`config.mk`:
```
export PLATFORM = sky130hd
export DESIGN_NAME = ram_io_reader
export DESIGN_NICKNAME = d
export VERILOG_FILES = /design/src/rtl/ram_io_reader.sv
export SDC_FILE = /design/constraint.sdc
export NUM_CORES = 1
export LEC_CHECK = 0
export CAP_MARGIN = 20
export CORE_ASPECT_RATIO = 0.9
export CORE_MARGIN = 5
export CORE_UTILIZATION = 51
export CTS_CLUSTER_DIAMETER = 150
export DETAILED_ROUTE_END_ITERATION = 10
export PLACE_DENSITY_LB_ADDON = 0.2
export SLEW_MARGIN = 5
export SYNTH_ARGS = -nofsm -noshare
export SYNTH_HDL_FRONTEND = slang
export SYNTH_SLANG_ARGS = --single-unit
```
`constraint.sdc`:
```
create_clock -name clk -period 3.2 [get_ports clk]
set_input_delay 0.64 -clock clk [delete_from_list [all_inputs] [get_ports clk]]
set_output_delay 0.64 -clock clk [all_outputs]
set_load 0.1 [all_outputs]
```
`src/rtl/ram_io_reader.sv`:
```
// Reader side of the data-RAM word interface: sweeps a clamped range of words
// under a req/gnt arbitration and streams each captured word over valid/ready.
module ram_io_reader #(
    parameter int unsigned DEPTH_WORDS = 102,
    parameter int unsigned IDX_W       = 12
) (
    input  logic             clk,
    input  logic             rst_n,
    input  logic             start,
    input  logic [IDX_W-1:0] base_word,
    input  logic [IDX_W-1:0] count,
    output logic             bus_req,
    input  logic             bus_gnt,
    output logic [31:0]      ram_a,
    output logic             ram_we,
    input  logic [31:0]      ram_rd,
    output logic [31:0]      data_o,
    output logic             valid_o,
    input  logic             ready_i,
    output logic             busy,
    output logic             done,
    output logic             err
);

    localparam logic [2:0] S_IDLE = 3'd0;
    localparam logic [2:0] S_REQ  = 3'd1;
    localparam logic [2:0] S_READ = 3'd2;
    localparam logic [2:0] S_SEND = 3'd3;
    localparam logic [2:0] S_DONE = 3'd4;

    logic [2:0]       state;
    logic [IDX_W-1:0] word_idx;
    logic [IDX_W-1:0] remaining;

    logic [IDX_W:0]   depth_ext;
    logic [IDX_W:0]   range_end;
    logic             overrun;
    logic [IDX_W-1:0] clamp_rem;
    logic [IDX_W-1:0] start_rem;

    // Range end is formed one bit wider so base+count cannot wrap.
    assign depth_ext = (IDX_W+1)'(DEPTH_WORDS);
    assign range_end = {1'b0, base_word} + {1'b0, count};
    assign overrun   = (range_end > depth_ext);

    always_comb begin
        clamp_rem = '0;
        if ({1'b0, base_word} < depth_ext) begin
            clamp_rem = IDX_W'(DEPTH_WORDS) - base_word;
        end
        start_rem = overrun ? clamp_rem : count;
    end

    // Bus-facing outputs decode from state only so reset clears them at once.
    assign bus_req = (state == S_REQ) || (state == S_READ);
    assign ram_a   = (state == S_READ) ? {{(30-IDX_W){1'b0}}, word_idx, 2'b00} : '0;
    assign ram_we  = 1'b0;
    assign valid_o = (state == S_SEND);
    assign busy    = (state != S_IDLE);
    assign done    = (state == S_DONE);

    always_ff @(posedge clk or negedge rst_n) begin
        if (!rst_n) begin
            state     <= S_IDLE;
            word_idx  <= '0;
            remaining <= '0;
            data_o    <= '0;
            err       <= 1'b0;
        end else begin
            case (state)
                S_IDLE: begin
                    if (start) begin
                        word_idx  <= base_word;
                        remaining <= start_rem;
                        err       <= overrun;
                        state     <= (start_rem == '0) ? S_DONE : S_REQ;
                    end
                end
                S_REQ: begin
                    if (bus_gnt) state <= S_READ;
                end
                S_READ: begin
                    if (bus_gnt) begin
                        data_o <= ram_rd;
                        state  <= S_SEND;
                    end else begin
                        state  <= S_REQ;
                    end
                end
                S_SEND: begin
                    if (ready_i) begin
                        word_idx  <= word_idx + 1'b1;
                        remaining <= remaining - 1'b1;
                        state     <= (remaining == IDX_W'(1)) ? S_DONE : S_REQ;
                    end
                end
                S_DONE: begin
                    state <= S_IDLE;
                end
                default: begin
                    state <= S_IDLE;
                end
            endcase
        end
    end

endmodule

```
; ---- After elaboration in Yosys (flattened, before gate mapping)
; Index checks and enable logic that the tools add are counted.
[totals]
ff_bits = 60
in_bits = 61
output_inout_bits = 70
wordCells = 44
[op_classes]
addsub = 4
n_lt_le_gt_ge = 2
eq_ne = 8
muxes = 16
reduce_logical = 9
[op_table]
columns = op, n
row1 = 2-to-1 mux 12 bit, 6
row2 = one-hot mux 12 bit (2 select lines), 2
row3 = 2-to-1 mux 3 bit, 5
row4 = 2-to-1 mux 14 bit, 1
row5 = adder 12 x 12 -> 13 bit, 1
row6 = greater-than comparator 13 x 7 -> 1 bit (second input constant), 1
row7 = adder 12 x 1 -> 12 bit (second input constant), 1
row8 = equality test 12 x 1 -> 1 bit (second input constant), 1
row9 = logical NOT 12 bit, 1
row10 = less-than comparator 12 x 7 -> 1 bit (second input constant), 1
row11 = one-hot mux 3 bit (4 select lines), 1
row12 = subtractor 12 x 1 -> 12 bit (second input constant), 1
row13 = subtractor 7 x 12 -> 12 bit (first input constant), 1
row14 = equality test 3 x 2 -> 1 bit (second input constant), 2
row15 = AND reduction 3 bit, 2
row16 = inequality test 2 bit (second input constant), 2
row17 = AND reduction 2 bit, 2
row18 = equality test 3 x 1 -> 1 bit (second input constant), 1
row19 = equality test 3 bit (second input constant), 1
row20 = logical NOT 3 bit, 1
row21 = nonzero test 3 bit, 1
row22 = 2-to-1 mux 2 bit, 1
row23 = inequality test 2 x 1 -> 1 bit (second input constant), 1
row24 = nonzero test 2 bit, 1
row25 = logical OR 1 bit, 1

; ---- Depth between registers and ports, before layout
; Gate-level depths: netlist of run 1.
[logic_depth]
word_depth = 7
mapped_depth = 12
mapped_depth_nobuf = 11

; ---- Least setup slack after synthesis of run 1
; Ideal clock, no wire load.
[synth_timing]
path_kind = register -> output
from = reg state[1]
to = out done
arrival_time_ps = 2700
required_time_ps = 2560
slack_ps = -140
path_stages_with_launch = 3
path_buffers = 1
path_cell_list = dfrtp_1 -> buf_2 -> nor3b_1
[synth_via]
elab_chain_cells = 1
[synth_rtl]
columns = item, line
row1 = "start, declared", 31  ; logic [2:0] state;
row2 = "start signal, assigned", 76  ; state <= (start_rem == '0) ? S_DONE : S_REQ;
row3 = "start signal, assigned", 94  ; state <= (remaining == IDX_W'(1)) ? S_DONE : S_REQ;
row4 = equality test 3 bit, 60  ; assign done = (state == S_DONE);
row5 = "end, declared", 21  ; output logic done,
; No other way between the ends.

; ---- Worst setup path after layout of run 1
[layout_timing]
from = in base_word[10]
to = reg remaining[11]
[layout_via]
elab_chain_cells = 5
word_cells_on_any_way = 8
cone_classes = add/sub: 2 / order compare: 2 / mux: 4
[layout_rtl]
columns = item, line
row1 = "start, declared", 10  ; input logic [IDX_W-1:0] base_word,
row2 = adder 12 x 12 -> 13 bit (tied with other cells), 43  ; assign range_end = {1'b0, base_word} + {1'b0, count};
row3 = greater-than comparator 13 x 7 -> 1 bit / 2-to-1 mux 12 bit (equally long branches), "44, 48"
row4 = 2-to-1 mux 12 bit *, 51  ; start_rem = overrun ? clamp_rem : count;
row5 = 2-to-1 mux 12 bit *, 72  ; if (start) begin
row6 = one-hot mux 12 bit (2 select lines) *, 70  ; case (state)
row7 = "end signal, assigned", 74  ; remaining <= start_rem;
row8 = "end signal, assigned", 93  ; remaining <= remaining - 1'b1;
row9 = "end, declared", 33  ; logic [IDX_W-1:0] remaining;
; Mark *: on every way between the ends. The rest lies on a longest branch, timed or not. The select of a mux whose other input is x is not followed.
; A chain may end at the register's enable or synchronous reset.

==> run metrics, run 1 <==
status=complete, no violations; final WL=11,700 um; port bufs=109; GRT busiest layer=met2; worst setup path class=in -> reg; HPWL after DPL=~9000 um; number of synthesized flops with an enable pin=0; RD Place Congestion=slightly below 0.9; R2R Setup Slk=0.39 ns; RR Endpoint=remaining[8]; die width=104 um; worst r2r src=state[1]; nets=671; worst path arrival time=3.35 ns; startpoint types=input port; DR pass1 iterations=5; Max Fclk=roughly 320 MHz; antenna diode instance count=0; syn avg cell area=9.22 um2; worst min-delay path class=in -> async; Layout fillers=about 560; Clk Latency, worst-skew pair=0.34 ns; CTS tree=yes; largest net degree at the start of global routing=61; met1 Track Usage GR=0.288; synthesized flop and latch total=60; io pins=131; Die H=94.7 um; met3 Usage GRT=0.0533; final setup violation count=0; first-pass GRT wire length=19,000 um; Synth cell types=64; Rows=30; vias per cell=5.70; final core area utilization=0.748; Tightest Pin Transition=0.659 ns; Clock Tree Buf Depth=2; total power draw=between 5000 and 6000 uW; Reg2Reg Depth=7; Slew Viols, Final=0; DRC viols=0; GRT Total Usage=0.233; core area=around 7700 um2; Die ar.=between 9000 and 10,000 um2; DR WL/cell=16.9 um; CTS root buffer=clkbuf_8; starting DRC count in detailed routing=about 270; Synth Cell Area=4060 um2; CTS buffer count=9; vias=3,947; Synth Warn #=0; hold_ws=0.309 ns; Syn-to-layout area delta=40.9%; number of global-route vias before repair=3,908; clock sink total=60; Overflow after GRT=0; max-cap violations=0; Post-Place Setup Slack=-0.502 ns; M2 GR Usage=0.407; Period Utilization, post-route=0.973; Hold Violations, Final=0; Max transition margin=0.559; Worst setup EP type=register; final setup margin=0.0859 ns; Post-CTS Hold Fix Bufs=0; Leak=between 0.002 and 0.003 uW; top_reg_cell synth=dfrtp_1; Pwr per Cell Area=approximately 1000 nW/um2; data required time at the worst endpoint=3.43 ns; most common cell after layout, fill and taps aside=buf_4; H-tree levels=3; CP Max Fanout=6; peak supply drop=0.522 mV; share of post-route cells with drive strength above 1=0.295; Tmin final=a little over 3 ns; most frequent cells in the layout=buf_4, dfrtp_1, clkdlybuf4s50_1, o21ai_0; initial antenna violation count=0; Antenna Nets Post-Route=0; Starting Density=0.531; sequential-to-total area share from yosys stat=0.369; asr flop ratio synth=1.00; clk_skew=~0.010 ns; Worst-path clk slew=~0.06 ns; placed cell area=5360 um2; Design Area, Final=5730 um2; instance count of the mapped netlist=441
-- flip-flops by register name, summed over array words and instances, names as in the netlist --
register   cells
data_o        32
remaining     12
word_idx      12
state          3
err            1
-- worst max-delay path, stage by stage --
cell and delay, ns:
clkdlybuf4s50_1 0.43, ha_1 0.38, a211oi_2 0.27, nand2_1 0.08, or3_1 0.33, o211ai_2 0.07, o311a_1 0.23, nand4_4 0.19
buf_4 0.20, or2_1 0.23, a221oi_2 0.29
-- metal layers --
layer,routed length [um],vias up
li1,-,1870
met1,4880,1871
met2,5780,174
met3,764,32
met4,295,0
met5,0,-
-- cell usage after synthesis (2+ instances only) --
cell type,instances,area (um2)
a211oi_2,2,25.0
a211o_1,4,35.0
nor2_1,33,124
a21oi_1,29,145
dfrtp_1,60,1500
and3_1,7,43.8
buf_6,2,22.5
mux2_2,33,372
nand3_1,13,65.1
o21ai_0,36,180
o211ai_1,6,45.0
a21o_1,4,30.0
a221oi_1,2,17.5
nand2b_1,4,25.0
ha_1,17,213
buf_4,21,158
buf_2,3,15.0
xnor2_1,3,26.3
nand4_1,3,18.8
a21oi_2,2,17.5
or3_1,4,25.0
nor2b_1,3,18.8
nor4_1,5,31.3
or2_0,2,12.5
a22oi_1,6,45.0
mux2i_1,8,80.1
a31oi_1,7,43.8
nor3_1,10,50.1
and2_1,15,93.8
and4b_1,2,20.0
clkbuf_1,11,41.3
or2_2,2,12.5
inv_1,13,48.8
nor3b_1,4,30.0
nand2_1,28,105
xor2_1,5,43.8
buf_1,3,11.3
o22ai_1,3,18.8
-- power breakdown --
group	leakage [uW]	switching (uW)	internal, uW
Clock	0.000119	293	500
Combinational	0.00186	2670	907
Sequential	0.000765	260	1090
Total	0.00274	3220	2500
-- worst max path at each step --
| stage | startpoint | to | slack [ns] | cells past startpoint |
|---|---|---|---|---|
| 5_1_grt | base_word[6] | remaining[7] | -0.01 | 12 |
| 3_3_place_gp | base_word[0] | remaining[0] | -0.37 | 13 |
| 3_5_place_dp | count[0] | remaining[11] | -0.50 | 12 |
| 6_report | base_word[10] | remaining[11] | 0.09 | 11 |
| 2_1_floorplan | base_word[0] | remaining[11] | 0.31 | 12 |
| 4_1_cts | base_word[1] | remaining[8] | 0.06 | 12 |
-- logic make-up after synthesis --
logic type / Yosys count / synth area share
compound gates: 119 / 0.191
xor+xnor: 8 / 0.0172
fa+ha+maj: 18 / 0.0573
buf+inv: 53 / 0.0730
flops: 60 / 0.369
mux: 41 / 0.111
other cells: 1 / 0.000923
simple gates: 141 / 0.180
-- area by class of cell --
| type | instances | area (um2) | share of cell area |
|---|---|---|---|
| clock buffers | 12 | 165 | 0.0288 |
| multi-input cells | 348 | 2430 | 0.424 |
| flip-flops and latches | 60 | 1500 | 0.262 |
| well taps | 96 | 120 | 0.0210 |
| repair buffers | 160 | 1390 | 0.243 |
| clock inverters | 3 | 68.8 | 0.0120 |
| inverters | 13 | 48.8 | 0.00852 |
-- per-stage QoR --
| step | cells | setup TNS (ns) |
|---|---|---|
| 2_1_floorplan | 461 | 0 |
| 3_3_place_gp | 673 | -4.47 |
| 3_5_place_dp | 673 | -5.70 |
| 4_1_cts | 690 | 0 |
| 5_1_grt | 692 | -0.0282 |
| 6_report | 692 | 0 |
-- what timing repair did --
action | 4_1_cts | 5_1_grt
buffers inserted | 2 | 2
setup endpoints to repair | 10 | 13
resized for setup | 8 | 15
pin swaps | 7 | 12
Power figures use the tool's default switching activity.
==> run 2, diff against run 1 <==
Settings changed: CORE_UTILIZATION 51 to 61, DONT_BUFFER_PORTS from default to 1.
==> run metrics, run 2 (synthesized netlist as in run 1, its figures left out) <==
placed cell area=4200 um2 (was 5360 um2); Syn-to-layout area delta=9.02% (was 40.9%); DRC viols=0 (unchanged); Slew Viols, Final=0 (unchanged); die width=96.0 um (was 104 um); max reg flops=32 (unchanged); max-cap violations=0 (unchanged); Hold Violations, Final=0 (unchanged); RD Place Congestion=0.910 (was 0.871); final cell count without fillers=550 (was 692); Clock Tree Buf Depth=2 (unchanged); peak supply drop=0.703 mV (was 0.522 mV); Worst-path clk slew=0.07 ns (was 0.06 ns); Period Utilization, post-route=0.922 (was 0.973); Antenna Nets Post-Route=0 (unchanged); Clk Latency, worst-skew pair=0.33 ns (was 0.34 ns); DR pass1 iterations=4 (was 5); clk_skew=0.00631 ns (was 0.0104 ns); area of the multi-input gates=2350 um2 (was 2430 um2); worst setup path class=in -> reg (unchanged); Layout fillers=526 (was 561); Leak=0.00204 uW (was 0.00274 uW); CP Max Fanout=9 (was 6); Largest Register=data_o (unchanged); worst path arrival time=3.14 ns (was 3.35 ns); CTS root buffer=clkbuf_8 (unchanged); final setup violation count=0 (unchanged); initial antenna violation count=0 (unchanged); final core area utilization=0.680 (was 0.748); Overflow after GRT=0 (unchanged); clock sink total=60 (unchanged); RSZ-0062 raised after global routing=false; H-tree levels=3 (unchanged); register area=1500 um2 (unchanged); Design Area, Final=4430 um2 (was 5730 um2); HPWL after DPL=7560 um (was 8840 um); io pins=131 (unchanged); CTS tree=yes (unchanged); status=complete, no violations (unchanged); vias=3,403 (was 3,947); Worst Setup SP=base_word[0] (was base_word[10]); Pwr per Cell Area=1140 nW/um2 (was 999 nW/um2); GRT Total Usage=0.230 (was 0.233); vias per cell=6.19 (was 5.70); Max transition margin=0.383 (was 0.559); Tmin final=2.95 ns (was 3.11 ns); CTS resizes=0 (was 8); port bufs=0 (was 109); Starting Density=0.624 (was 0.531); Die H=87.4 um (was 94.7 um); final WL=9870 um (was 11,700 um); Worst setup EP type=register (unchanged); core area=6520 um2 (was 7660 um2); most frequent cells in the layout=dfrtp_1, o21ai_0, mux2_2, nor2_1, a21oi_1 (was buf_4, dfrtp_1, clkdlybuf4s50_1, o21ai_0); starting DRC count in detailed routing=180 (was 273); DR WL/cell=18.0 um (was 16.9 um); share of post-route cells with drive strength above 1=0.191 (was 0.295); first-pass GRT wire length=15,200 um (was 19,000 um); Tightest Pin Transition=0.926 ns (was 0.659 ns); Max Fclk=339 MHz (was 321 MHz); hold_ws=0.150 ns (was 0.309 ns); worst min-delay path class=in -> async (unchanged); Rows=28 (was 30); worst r2r src=state[1] (unchanged); largest net degree at the start of global routing=50 (was 61); placed insts=532 (was 673); nets=534 (was 671); data required time at the worst endpoint=3.39 ns (was 3.43 ns); most common cell after layout, fill and taps aside=dfrtp_1 (was buf_4); startpoint types=input port (unchanged); CTS buffer count=9 (unchanged); Die ar.=8400 um2 (was 9860 um2); antenna diode instance count=0 (unchanged); number of global-route vias before repair=3,127 (was 3,908); top flop regs=data_o x32, remaining x12, word_idx x12 (unchanged)
-- run 2: path summary, 6_finish.rpt --
path,slack (ns),cells after the start,end
setup / recovery,0.25,12,remaining[0]
hold / removal,0.15,1,word_idx[10]
setup reg to reg,0.37,8,remaining[10]
hold reg to reg,0.51,2,remaining[6]
max in group asynchronous,2.02,1,data_o[5]
min in group clk,0.46,1,data_o[15]
-- run 2: worst max-delay path: stages --
cell and delay [ns]:
ha_1 0.22, inv_1 0.08, fa_1 0.42, nor2b_1 0.18, and4b_1 0.23, o211ai_1 0.19
o211ai_1 0.12, o311a_1 0.31, nand4_2 0.23, buf_4 0.22, mux2i_1 0.19, o221ai_1 0.11
-- run 2: final cells by class --
| type | instances | area share |
|---|---|---|
| Clock buffer | 10 | 0.0288 |
| Clock inverter | 6 | 0.0147 |
| Tap cell | 90 | 0.0254 |
| Timing Repair Buffer | 23 | 0.0497 |
| Multi-Input combinational cell | 348 | 0.531 |
| Sequential cell | 60 | 0.339 |
| Inverter | 13 | 0.0110 |
-- run 2: report_power, final --
group          total (uW)  internal [uW]  switching (uW)
combinational        1500            550             950
sequential           2890           1050            1840
clock                 659            359             299
-- run 2: stage by stage --
stage          setup slack [ns]  total power (uW)  TNS [ns]
2_1_floorplan             0.307              4060         0
3_3_place_gp             0.0926              4330         0
3_5_place_dp            -0.0753              4390    -0.178
4_1_cts                   0.246              5070         0
5_1_grt                  0.0967              5290         0
6_report                  0.250              5050         0
-- run 2: metal layers --
metal,up-vias,track usage,wire length [um]
li1,1596,-,-
met1,1639,0.313,4230
met2,150,0.357,4630
met3,18,0.0674,885
met4,0,0.0659,132
met5,-,0,0
-- run 2: repair_timing --
action | CTS | global route
hold buffers | 2 | 0
hold endpoints to repair | 49 | 0
setup buffers | 0 | 0
==> run 3, diff against run 2 <==
Settings changed: GPL_TIMING_DRIVEN from default to 0.
==> run metrics, run 3 (synthesized netlist as in run 1, its figures left out) <==
status=complete, no violations (unchanged); RSZ-0062 raised after global routing=false (unchanged); Worst-path clk slew=0.08 ns (was 0.07 ns); max reg flops=32 (unchanged); Leak=0.00211 uW (was 0.00204 uW); clk_skew=0.0122 ns (was 0.00631 ns); CTS root buffer=clkbuf_8 (unchanged); core area=6520 um2 (unchanged); Max transition margin=0.273 (was 0.383); Tightest Pin Transition=1.09 ns (was 0.926 ns); final setup violation count=0 (unchanged); Clock Tree Buf Depth=2 (unchanged); RD Place Congestion=0.977 (was 0.910); register area=1500 um2 (unchanged); most frequent cells in the layout=dfrtp_1, o21ai_0, mux2_2, nor2_1, a21oi_1 (unchanged); Starting Density=0.624 (unchanged); clock sink total=60 (unchanged); share of post-route cells with drive strength above 1=0.204 (was 0.191); net switching power=3150 uW (was 3090 uW); die width=96.0 um (unchanged); DR pass1 iterations=5 (was 4); nets=554 (was 534); Clk Latency, worst-skew pair=0.34 ns (was 0.33 ns); port bufs=0 (unchanged); io pins=131 (unchanged); max incr delay on CP=0.83 ns (was 0.42 ns); total power draw=5150 uW (was 5050 uW); peak supply drop=0.844 mV (was 0.703 mV); hold_ws=0.163 ns (was 0.150 ns); Max Fclk=331 MHz (was 339 MHz); GRT Total Usage=0.240 (was 0.230); DR WL/cell=17.8 um (was 18.0 um); worst path arrival time=2.38 ns (was 3.14 ns); Slew Viols, Final=0 (unchanged); startpoint types=register (was input port); Worst setup EP type=output port (was register); DRC viols=0 (unchanged); worst setup path class=reg -> out (was in -> reg); final WL=10,200 um (was 9870 um); Hold Violations, Final=0 (unchanged); cell-internal power=2000 uW (was 1960 uW); Clock power frac=0.133 (was 0.130); number of global-route vias before repair=3,270 (was 3,127); Reg power frac=0.561 (was 0.573); Syn-to-layout area delta=11.5% (was 9.02%); Layout fillers=519 (was 526); HPWL after DPL=7910 um (was 7560 um); Rows=28 (unchanged); worst min-delay path class=in -> async (unchanged); Die ar.=8400 um2 (unchanged); Gate power share=0.305 (was 0.297); area of the multi-input gates=2360 um2 (was 2350 um2); Largest Register=data_o (unchanged); top flop regs=data_o x32, remaining x12, word_idx x12 (unchanged); Antenna Nets Post-Route=0 (unchanged); post-CTS setup buffer count=0 (unchanged); Die H=87.4 um (unchanged); vias=3,523 (was 3,403); Period Utilization, post-route=0.945 (was 0.922); Overflow after GRT=0 (unchanged); most common cell after layout, fill and taps aside=dfrtp_1 (unchanged); H-tree levels=3 (unchanged); antenna diode instance count=0 (unchanged); highest-delay cell along the critical path=and2_1 (was fa_1); largest net degree at the start of global routing=61 (was 50); worst-path cell chain=nand2b_1 > nor2_1 > clkbuf_1 > and2_1 (was ha_1 > inv_1 > fa_1 > nor2b_1 > and4b_1 > o211ai_1 > o211ai_1 > o311a_1 > nand4_2 > buf_4 > mux2i_1 > o221ai_1); first-pass GRT wire length=15,800 um (was 15,200 um); initial antenna violation count=0 (unchanged); vias per cell=6.18 (was 6.19); starting DRC count in detailed routing=252 (was 180); switching part of the total=0.611 (about the same); Pwr per Cell Area=1140 nW/um2 (about the same); CTS tree=yes (unchanged); CP Max Fanout=10 (was 9); Tmin final=3.02 ns (was 2.95 ns); CTS buffer count=9 (unchanged); max-cap violations=0 (unchanged); data required time at the worst endpoint=2.56 ns (was 3.39 ns)
run 3: changes by cell type in the layout (fill, tap and decap cells not counted), sizes merged:
| cell | previous run | this run |
|---|---|---|
| buf | 22 | 32 |
| clkbuf | 10 | 20 |
| clkinv | 4 | 5 |
| clkinvlp | 1 | 0 |
| dlygate4sd3 | 1 | 0 |
| inv | 13 | 14 |
run 3: path summary, 6_finish.rpt:
check                              from             to  slack [ns]  cells past startpoint
min in group clk              count[10]  remaining[10]        0.42                      1
setup reg to reg               state[0]   remaining[8]        0.74                      8
hold / removal                    rst_n     data_o[23]        0.16                      1
max in group asynchronous         rst_n   remaining[6]        2.80                      1
hold reg to reg            remaining[6]   remaining[6]        0.50                      2
setup / recovery               state[2]       ram_a[5]        0.18                      4
run 3: repair_timing:
action                                  CTS  global route
resized for setup                         0             1
hold buffers                              1             0
endpoints found under the hold margin    60             0
endpoints found under the setup margin    0             1
run 3: power groups by stage:
stage	Clock [uW]	Sequential, uW	Combinational [uW]
finish	687	2890	1570
global route	733	2940	1710
CTS	695	2890	1560
detailed placement	0	2910	1530
global placement	0	2890	1410
floorplan	0	2810	1250
run 3: area by class of cell:
type	instances	share of cell area
sequential	60	0.331
multi-input combinational	348	0.520
clock inverter	7	0.0166
clock buffer	9	0.0273
buffer	40	0.0549
timing repair buffer	3	0.0146
tap	90	0.0248
inverter	13	0.0108
run 3: through the flow:
stage | setup slack [ns] | setup TNS [ns] | util | instance area [um2] | std cells
2_1_floorplan | 0.307 | 0 | - | 4140 | 461
3_3_place_gp | -0.0608 | -0.143 | 0.653 | 4260 | 551
3_5_place_dp | -0.0741 | -0.147 | 0.661 | 4310 | 553
4_1_cts | 0.155 | 0 | 0.695 | 4530 | 570
5_1_grt | 0.00604 | 0 | 0.696 | 4530 | 570
6_report | 0.177 | 0 | 0.696 | 4530 | 570
run 3: layer usage:
metal	GRT usage	routed length (um)	up-vias
li1	-	-	1634
met1	0.328	4170	1664
met2	0.366	4680	199
met3	0.0691	1110	26
met4	0.0814	200	0
met5	0	0	-
run 3: worst max-delay path: cells and delay by family (launching register included):
kind	cells	cell delay, ns
buf+inv	1	0.31
flops	1	0.45
simple gates	3	1.27
